File: src/rtl/prog_nibble_host.sv
// Host-side master for the nibble CPU programming port: serializes one command
// into a 13-nibble frame, gathers the result nibbles and reports completion.
module prog_nibble_host #(
    parameter int GAP_CYCLES     = 0,
    parameter int TIMEOUT_CYCLES = 1024
) (
    input  logic        clk,
    input  logic        rst_n,
    input  logic        req_valid,
    output logic        req_ready,
    input  logic [7:0]  req_cmd,
    input  logic [11:0] req_addr,
    input  logic [31:0] req_wdata,
    input  logic        req_expect_rsp,
    output logic [3:0]  prog_nibble_in,
    output logic        prog_nibble_in_valid,
    input  logic [3:0]  prog_nibble_out,
    input  logic        prog_out_valid,
    input  logic        prog_done,
    output logic        rsp_valid,
    output logic [31:0] rsp_data,
    output logic        rsp_timeout,
    output logic        busy
);

    localparam int GW = (GAP_CYCLES > 0) ? $clog2(GAP_CYCLES + 1) : 1;
    localparam int TW = $clog2(TIMEOUT_CYCLES + 1);

    typedef enum logic [1:0] {
        IDLE,
        SEND,
        WAIT,
        RESP
    } state_e;

    state_e        state_q, state_d;
    logic [51:0]   frame_q, frame_d;
    logic [3:0]    nib_idx_q, nib_idx_d;
    logic [GW-1:0] gap_q, gap_d;
    logic [TW-1:0] tmo_q, tmo_d;
    logic          expect_q, expect_d;
    logic          done_q, done_d;
    logic [3:0]    rcnt_q, rcnt_d;
    logic [31:0]   shift_q, shift_d;
    logic [31:0]   rsp_data_q, rsp_data_d;
    logic          tflag_q, tflag_d;

    logic          take_nib;
    logic          done_now;
    logic          complete;
    logic [TW-1:0] tmo_next;

    always_ff @(posedge clk or negedge rst_n) begin
        if (!rst_n) begin
            state_q    <= IDLE;
            frame_q    <= '0;
            nib_idx_q  <= '0;
            gap_q      <= '0;
            tmo_q      <= '0;
            expect_q   <= 1'b0;
            done_q     <= 1'b0;
            rcnt_q     <= '0;
            shift_q    <= '0;
            rsp_data_q <= '0;
            tflag_q    <= 1'b0;
        end else begin
            state_q    <= state_d;
            frame_q    <= frame_d;
            nib_idx_q  <= nib_idx_d;
            gap_q      <= gap_d;
            tmo_q      <= tmo_d;
            expect_q   <= expect_d;
            done_q     <= done_d;
            rcnt_q     <= rcnt_d;
            shift_q    <= shift_d;
            rsp_data_q <= rsp_data_d;
            tflag_q    <= tflag_d;
        end
    end

    always_comb begin
        state_d              = state_q;
        frame_d              = frame_q;
        nib_idx_d            = nib_idx_q;
        gap_d                = gap_q;
        tmo_d                = tmo_q;
        expect_d             = expect_q;
        done_d               = done_q;
        rcnt_d               = rcnt_q;
        shift_d              = shift_q;
        rsp_data_d           = rsp_data_q;
        tflag_d              = tflag_q;
        take_nib             = 1'b0;
        done_now             = 1'b0;
        complete             = 1'b0;
        tmo_next             = '0;
        req_ready            = 1'b0;
        busy                 = 1'b1;
        prog_nibble_in       = 4'h0;
        prog_nibble_in_valid = 1'b0;
        rsp_valid            = 1'b0;
        rsp_timeout          = 1'b0;

        case (state_q)
            IDLE: begin
                req_ready = 1'b1;
                busy      = 1'b0;
                if (req_valid) begin
                    frame_d   = {req_cmd, req_addr, req_wdata};
                    expect_d  = req_expect_rsp;
                    nib_idx_d = 4'd0;
                    gap_d     = '0;
                    state_d   = SEND;
                end
            end

            SEND: begin
                // The frame is shifted out MS nibble first; the gap counter holds off the next one.
                if (gap_q == '0) begin
                    prog_nibble_in_valid = 1'b1;
                    prog_nibble_in       = frame_q[51:48];
                    frame_d              = {frame_q[47:0], 4'h0};
                    if (nib_idx_q == 4'd12) begin
                        state_d = WAIT;
                        tmo_d   = '0;
                        done_d  = 1'b0;
                        rcnt_d  = 4'd0;
                        shift_d = '0;
                    end else begin
                        nib_idx_d = nib_idx_q + 4'd1;
                        gap_d     = GW'(GAP_CYCLES);
                    end
                end else begin
                    gap_d = gap_q - GW'(1);
                end
            end

            WAIT: begin
                take_nib = prog_out_valid && expect_q && (rcnt_q != 4'd8);
                if (take_nib) begin
                    shift_d = {shift_q[27:0], prog_nibble_out};
                    rcnt_d  = rcnt_q + 4'd1;
                end
                done_now = done_q || prog_done;
                done_d   = done_now;
                complete = done_now && (!expect_q || (rcnt_d == 4'd8));
                tmo_next = tmo_q + TW'(1);
                tmo_d    = tmo_next;
                // Completion takes priority over a timeout landing in the same cycle.
                if (complete) begin
                    state_d    = RESP;
                    tflag_d    = 1'b0;
                    rsp_data_d = shift_d;
                end else if (tmo_next == TW'(TIMEOUT_CYCLES)) begin
                    state_d    = RESP;
                    tflag_d    = 1'b1;
                    rsp_data_d = shift_d;
                end
            end

            RESP: begin
                rsp_valid   = 1'b1;
                rsp_timeout = tflag_q;
                state_d     = IDLE;
            end

            default: state_d = IDLE;
        endcase
    end

    assign rsp_data = rsp_data_q;

endmodule
File: config.mk
export PLATFORM = sky130hd
export DESIGN_NAME = prog_nibble_host
export DESIGN_NICKNAME = d
export VERILOG_FILES = /design/src/rtl/prog_nibble_host.sv
export SDC_FILE = /design/constraint.sdc
export NUM_CORES = 1
export LEC_CHECK = 0
export ABC_AREA = 1
export ABC_CLOCK_PERIOD_IN_PS = 2100
export CORE_ASPECT_RATIO = 1.2
export CORE_MARGIN = 5
export CORE_UTILIZATION = 45
export DETAILED_ROUTE_END_ITERATION = 8
export PLACE_DENSITY_LB_ADDON = 0.2
export REMOVE_ABC_BUFFERS = 1
export SLEW_MARGIN = 20
export SYNTH_ARGS = -nofsm -noshare
export SYNTH_HDL_FRONTEND = slang
export SYNTH_SLANG_ARGS = --single-unit
export TNS_END_PERCENT = 1
File: constraint.sdc
create_clock -name clk -period 2.1 [get_ports clk]
set_input_delay 0.21 -clock clk [delete_from_list [all_inputs] [get_ports clk]]
set_output_delay 0.21 -clock clk [all_outputs]
set_load 0.005 [all_outputs]
==> results.cfg, run 1 <==
[outcome]
status = finished, final reports clean

[clock_tree]
path_clk_slew_ns = 0.06
numCtsBuffers = 17
cts.sinks = 140
clk_latency_ns = 0.42
clock_path_buffers = 2
cts_root_buffer = clkbuf_16
tritoncts = done
h-tree-depth = 4

[global_route]
grt_pass1_wl_mm = 25.4
grt_max_degree = 96
grt-ovfl-total = 0
track_usage = 0.184
antenna_found_initial = 0
grt_pass1_vias = 5308

[power]
p_sw_mw = 5.32
p_per_area_nw_per_um2 = 1600
p_leak_nw = 4.07
seq_power_share = 0.333
finalPower_mw = 13.9
combPwrFrac = 0.446
swShare = 0.383
irDropWorstVdd_mv = 0.644
cellInternalPower_mw = 8.56
p_clk_frac = 0.221

[final_layout]
register_area_sq_um = 3500
stdcell_area_sq_um = 8690
nNetsFinal = 944
drive_gt1_frac = 0.132
fill_cells = 1237
multi_input_area_sq_um = 2620
diodes = 0
syn_to_final_growth_pct = 34.2

[critical_path]
critical_path.max_stage_delay_ns = 0.43
critPathArrivalTime_ns = 2.38
crit_path_end_kind = register
crit_top_cell = nand2_1
start_kind = register
r2r_slack_ns = 0.005
required_ns = 2.39
crit_type = register to register
worst-path-max-fanout = 12
crit_buf_inv = 2
cpLargestDelayFamily = simple AND/OR/NAND/NOR gates
crit_slowest_cell = dfrtp_1
crit_chain = buf_4, ha_2, xor2_1, nand2_1, nand2_1, nor2_2, nand2_1, nand2_1, nand2_2, nand2_4, nand2_4, clkbuf_16, o21ai_1

[worst_hold_path]
hold_path_class = input port to asynchronous set/reset pin

[placed_design]
routabilityCongestion = 0.850
io_buffer_count = 102
place_area_sq_um = 7730
dp_hpwl_mm = 9.97

[synth]
yosysUniqueCellTypes = 24
ys_async_sr_fraction = 1.00
avgSynthCellArea_sq_um = 8.48
synth_area_sq_um = 6480
synth_edf_count = 0
synth_warnings = 0
syn-instance-count = 764
synth_largest_area_cell = dfrtp_1
synth-main-ff-cell = dfrtp_1
ys_top_cells_by_area = dfrtp_1, nand2_1, a31oi_1
synth-seq-area-share = 0.541
ys_ff_latch = 140
synth_top_area_share = 0.541

[drt]
wire_per_inst_um = 15.3
postRouteAntennaNets = 0
drtIter0Drc = 493
drc = 0
vias = 5516
drt-total-wl_mm = 16.2
vias_per_cell = 5.20
first_pass_iters = 5

[timing]
whs_ns = 0.280
hold_viol_final = 0
finalCriticalPeriod_ns = 2.09
final-setup-viol-count = 0
final.setup_skew_ns = 0.00937
worstMarginPinSlew_ns = 0.486
period_share = 0.998
rsz0062_at_grt = yes
max_freq_ghz = 0.477
drv_slew = 0
slew_headroom = 0.676

[floorplan]
die_y_um = 141
die_width_um = 120
boundaryPins = 103
placeableCoreArea_sq_um = 14200
start_util = 0.455
rows = 48
dieArea_sq_um = 16900

[flow_run]
drv_cap = 0
==> synthesized netlist by cell type, types with 6 or more instances <==
cell / n
ha_1: 9
o21ai_0: 44
clkbuf_1: 30
inv_1: 69
o21ai_1: 10
nand2_1: 231
nor2_1: 65
a31oi_1: 48
nand3_1: 18
buf_6: 6
dfrtp_1: 140
o21ai_2: 23
o22ai_1: 38
==> through the flow <==
| stage | worst slack (ns) | utilization | std cells | TNS [ns] |
|---|---|---|---|---|
| after global routing | -0.105 | 0.611 | 1060 | -2.41 |
| after detailed placement | -0.00458 | 0.543 | 1013 | -0.00942 |
| after global placement | 0.101 | 0.543 | 1013 | 0 |
| final | 0.00505 | 0.611 | 1060 | 0 |
| after CTS | 0.0121 | 0.590 | 1047 | 0 |
| after floorplan | -2.17 | - | 721 | -171.17 |
==> flip-flops by register name, summed over array words and instances (netlist names), 2 cells and up <==
signal / cells
frame_q: 52
nib_idx_q: 4
rcnt_q: 4
rsp_data: 32
shift_q: 32
state_q: 2
tmo_q: 11
==> per-layer routing <==
layer | wire length [um] | part of all wire | vias to the layer above | track usage
met5 | 0 | 0 | - | 0
met2 | 8060 | 0.50 | 142 | 0.305
li1 | - | - | 2725 | -
met1 | 7130 | 0.44 | 2636 | 0.237
met3 | 871 | 0.054 | 13 | 0.0590
met4 | 152 | 0.0094 | 0 | 0.0458
==> kinds of logic (layout without fill, tap and decap cells) <==
| logic type | Yosys count | after routing | synth area share |
|---|---|---|---|
| AO/OA/AOI/OAI | 170 | 170 | 0.164 |
| XOR/XNOR | 5 | 5 | 0.00676 |
| adder cells (fa/ha/maj) | 9 | 9 | 0.0174 |
| buffers and inverters | 115 | 235 | 0.0742 |
| AND/OR/NAND/NOR | 325 | 326 | 0.197 |
| flip-flops | 140 | 140 | 0.541 |
==> cell type report <==
cell class / count / share of cell area
inverters: 72 / 0.0314
clock inverters: 12 / 0.0189
clock buffers: 19 / 0.0498
well taps: 175 / 0.0252
multi-input cells: 510 / 0.301
repair buffers: 132 / 0.170
flip-flops and latches: 140 / 0.403
==> timing repair <==
| item | in CTS | in global routing |
|---|---|---|
| endpoints found under the setup margin | 12 | 42 |
| hold buffers | 1 | 0 |
| buffers inserted | 1 | 6 |
| hold endpoints to repair | 45 | 0 |
| pin swaps | 0 | 10 |
| gates cloned | 1 | 7 |
| resized for setup | 4 | 30 |
==> path summary, 6_finish.rpt <==
| check | from | to | cells after the start |
|---|---|---|---|
| worst max-delay path | rcnt_q[0] | rsp_data[23] | 13 |
| worst min-delay path | rst_n | frame_q[47] | 2 |
| worst max register to register | rcnt_q[0] | rsp_data[23] | 13 |
| worst min register to register | rsp_data[7] | rsp_data[7] | 2 |
| max in group asynchronous | rst_n | shift_q[1] | 3 |
| min in group clk | req_expect_rsp | expect_q | 3 |
==> cell usage in the layout (no fill, tap or decap), drive strengths merged, types with 3 or more instances in the layout <==
master / n
clkdlybuf4s50: 99
inv: 76
clkbuf: 24
nor2: 69
o21ai: 77
buf: 24
ha: 9
nand4: 4
nand2: 234
bufinv: 3
xor2: 5
a31oi: 48
clkinvlp: 3
a22o: 5
o22ai: 38
dfrtp: 140
nand3: 19
==> power groups by stage <==
stage               clock (mW)  sequential, mW  combinational, mW
global route              3.26            4.77               6.92
detailed placement           0            4.63               5.60
floorplan                    0            4.49               3.51
global placement             0            4.59               5.41
CTS                       3.14            4.61               5.78
finish                    3.07            4.62               6.19
(Power assumes the default switching activity.)
==> run 2: changes to the inputs <==
- DONT_BUFFER_PORTS: unset -> 1
==> run 2 against run 1 <==
  * The run now ends with hold timing left
  * Combinational power down 16%
  * Global-route usage fell by 0.75 points
  * Die area unchanged
  * Design area is 7.5% lower
  * First-iteration DRC count decreased by 11%
  * Final cell count decreased by 4.7%
  * Register-to-register slack improved by 0.06 ns
  * Flip-flop and latch count did not move
  * Critical path type unchanged
  * Via count is 3.2% lower
==> results.cfg, run 2 (same netlist as run 1, synthesis figures left out) <==
[critical_path]
required_ns = 2.43
crit_path_end_kind = register
critPathLaunch = rcnt_q[0]
critPathArrivalTime_ns = 2.36
start_kind = register
worst-path-max-fanout = 9
r2r_start = rcnt_q[0]
crit_type = register to register
r2r_cells = 15
r2r_slack_ns = 0.07
worstReg2RegEnd = rsp_data[26]

[clock_tree]
tritoncts = done
cts.sinks = 140
h-tree-depth = 4
path_clk_slew_ns = 0.06
numCtsBuffers = 17
hold_buffers = 55
clk_latency_ns = 0.41
clock_path_buffers = 2
cts_root_buffer = clkbuf_16

[timing]
max_freq_ghz = 0.492
finalCriticalPeriod_ns = 2.03
worst_slack_ns = 0.0681
period_share = 0.968
whs_ns = -0.508
hold_viol_final = 140
final.setup_skew_ns = 0.00668
worstMarginPinSlew_ns = 0.578
drv_slew = 0
slew_headroom = 0.614
final-setup-viol-count = 0
rsz0062_at_grt = yes

[final_layout]
finish.utilization = 0.565
syn_to_final_growth_pct = 24.1
drive_gt1_frac = 0.116
register_area_sq_um = 3500
top_register = frame_q
multi_input_area_sq_um = 2570
fill_cells = 1253
diodes = 0
mostFrequentLayoutCells = nand2_1, dfrtp_1, inv_1, nor2_1, dlygate4sd3_1
final_cells = 1010
largest_reg_flops = 52
nNetsFinal = 893
layout_commonest_cell = nand2_1

[drt]
wl_met1_mm = 6.80
drtIter0Drc = 441
drc = 0
first_pass_iters = 5
dr_wl_met2_mm = 7.66
top_layer_used = met4
dr_wl_met3_um = 953
postRouteAntennaNets = 0
vias_per_cell = 5.29
drt-total-wl_mm = 15.7
vias = 5339
wire_per_inst_um = 15.5

[floorplan]
start_util = 0.455
boundaryPins = 103
dieArea_sq_um = 16900
placeableCoreArea_sq_um = 14200
die_width_um = 120
die_y_um = 141
rows = 48

[global_route]
grt-ovfl-total = 0
grt_max_degree = 141
antenna_found_initial = 0
track_usage = 0.177
grt_pass1_vias = 4981
grt_pass1_wl_mm = 24.3

[power]
finalPower_mw = 12.7
p_per_area_nw_per_um2 = 1580
irDropWorstVdd_mv = 0.726
p_leak_nw = 3.82

[outcome]
status = complete, but fails checks
violations = hold timing

[placed_design]
dp_hpwl_mm = 8.94
pre_cts_ws_ns = 0.0236
io_buffer_count = 0
routabilityCongestion = 0.845
dp.cells = 910

[flow_run]
drv_cap = 0

[worst_hold_path]
hold_path_class = input port to asynchronous set/reset pin
## run 2: changes by cell type in the layout (fill, tap and decap cells not counted), sizes merged, moves of 2 or more
cell | before | now
dlygate4sd3 | 1 | 55
clkdlybuf4s50 | 99 | 0
inv | 76 | 73
bufinv | 3 | 1
clkbuf | 24 | 29
buf | 24 | 20
dlymetal6s2s | 2 | 0
## run 2: power by group
group,switching [mW],leakage (nW),internal [mW]
Clock,1.11,0.273,1.76
Combinational,3.14,1.83,2.04
Sequential,0.752,1.72,3.92
Total,5.01,3.82,7.72
## run 2: worst max-delay path by stage
| stage | end |
|---|---|
| after global routing | rsp_data[26] |
| after detailed placement | rsp_data[14] |
| after global placement | rsp_data[14] |
| final | rsp_data[26] |
| after CTS | rsp_data[0] |
| after floorplan | tmo_q[1] |
## run 2: repair_timing
action / CTS / global route
gates cloned: 0 / 8
setup endpoints to repair: 4 / 44
hold endpoints to repair: 194 / 140
buffers inserted: 0 / 5
pin swaps: 0 / 3
gates resized for setup: 1 / 16
## run 2: cell type report
type	count	area share
sequential	140	0.436
multi-input combinational	511	0.320
timing repair buffer	80	0.112
clock buffer	24	0.0612
inverter	72	0.0336
tap	175	0.0272
clock inverter	8	0.0104
## run 2: metrics by stage
step           instance area, sq um  setup TNS [ns]
2_1_floorplan                  6270         -171.17
3_3_place_gp                   6660               0
3_5_place_dp                   6660               0
4_1_cts                        7780               0
5_1_grt                        8040           -1.31
6_report                       8040               0
## run 2: critical path, stage by stage, from the launching register on
cell	delay [ns]
dfrtp_1	0.42
inv_2	0.09
ha_1	0.15
nand3_2	0.10
nand2_4	0.10
inv_2	0.05
nand2_1	0.06
nand2_1	0.07
nor2_1	0.11
nand2_1	0.05
nand2_1	0.07
nand2_2	0.08
nand2_4	0.13
nand2_4	0.12
clkbuf_16	0.20
o21ai_1	0.14
## run 2: metal layers
layer / track usage / up-vias
met5: 0 / -
met4: 0.0633 / 0
met3: 0.0554 / 19
met2: 0.292 / 163
met1: 0.220 / 2525
li1: - / 2632
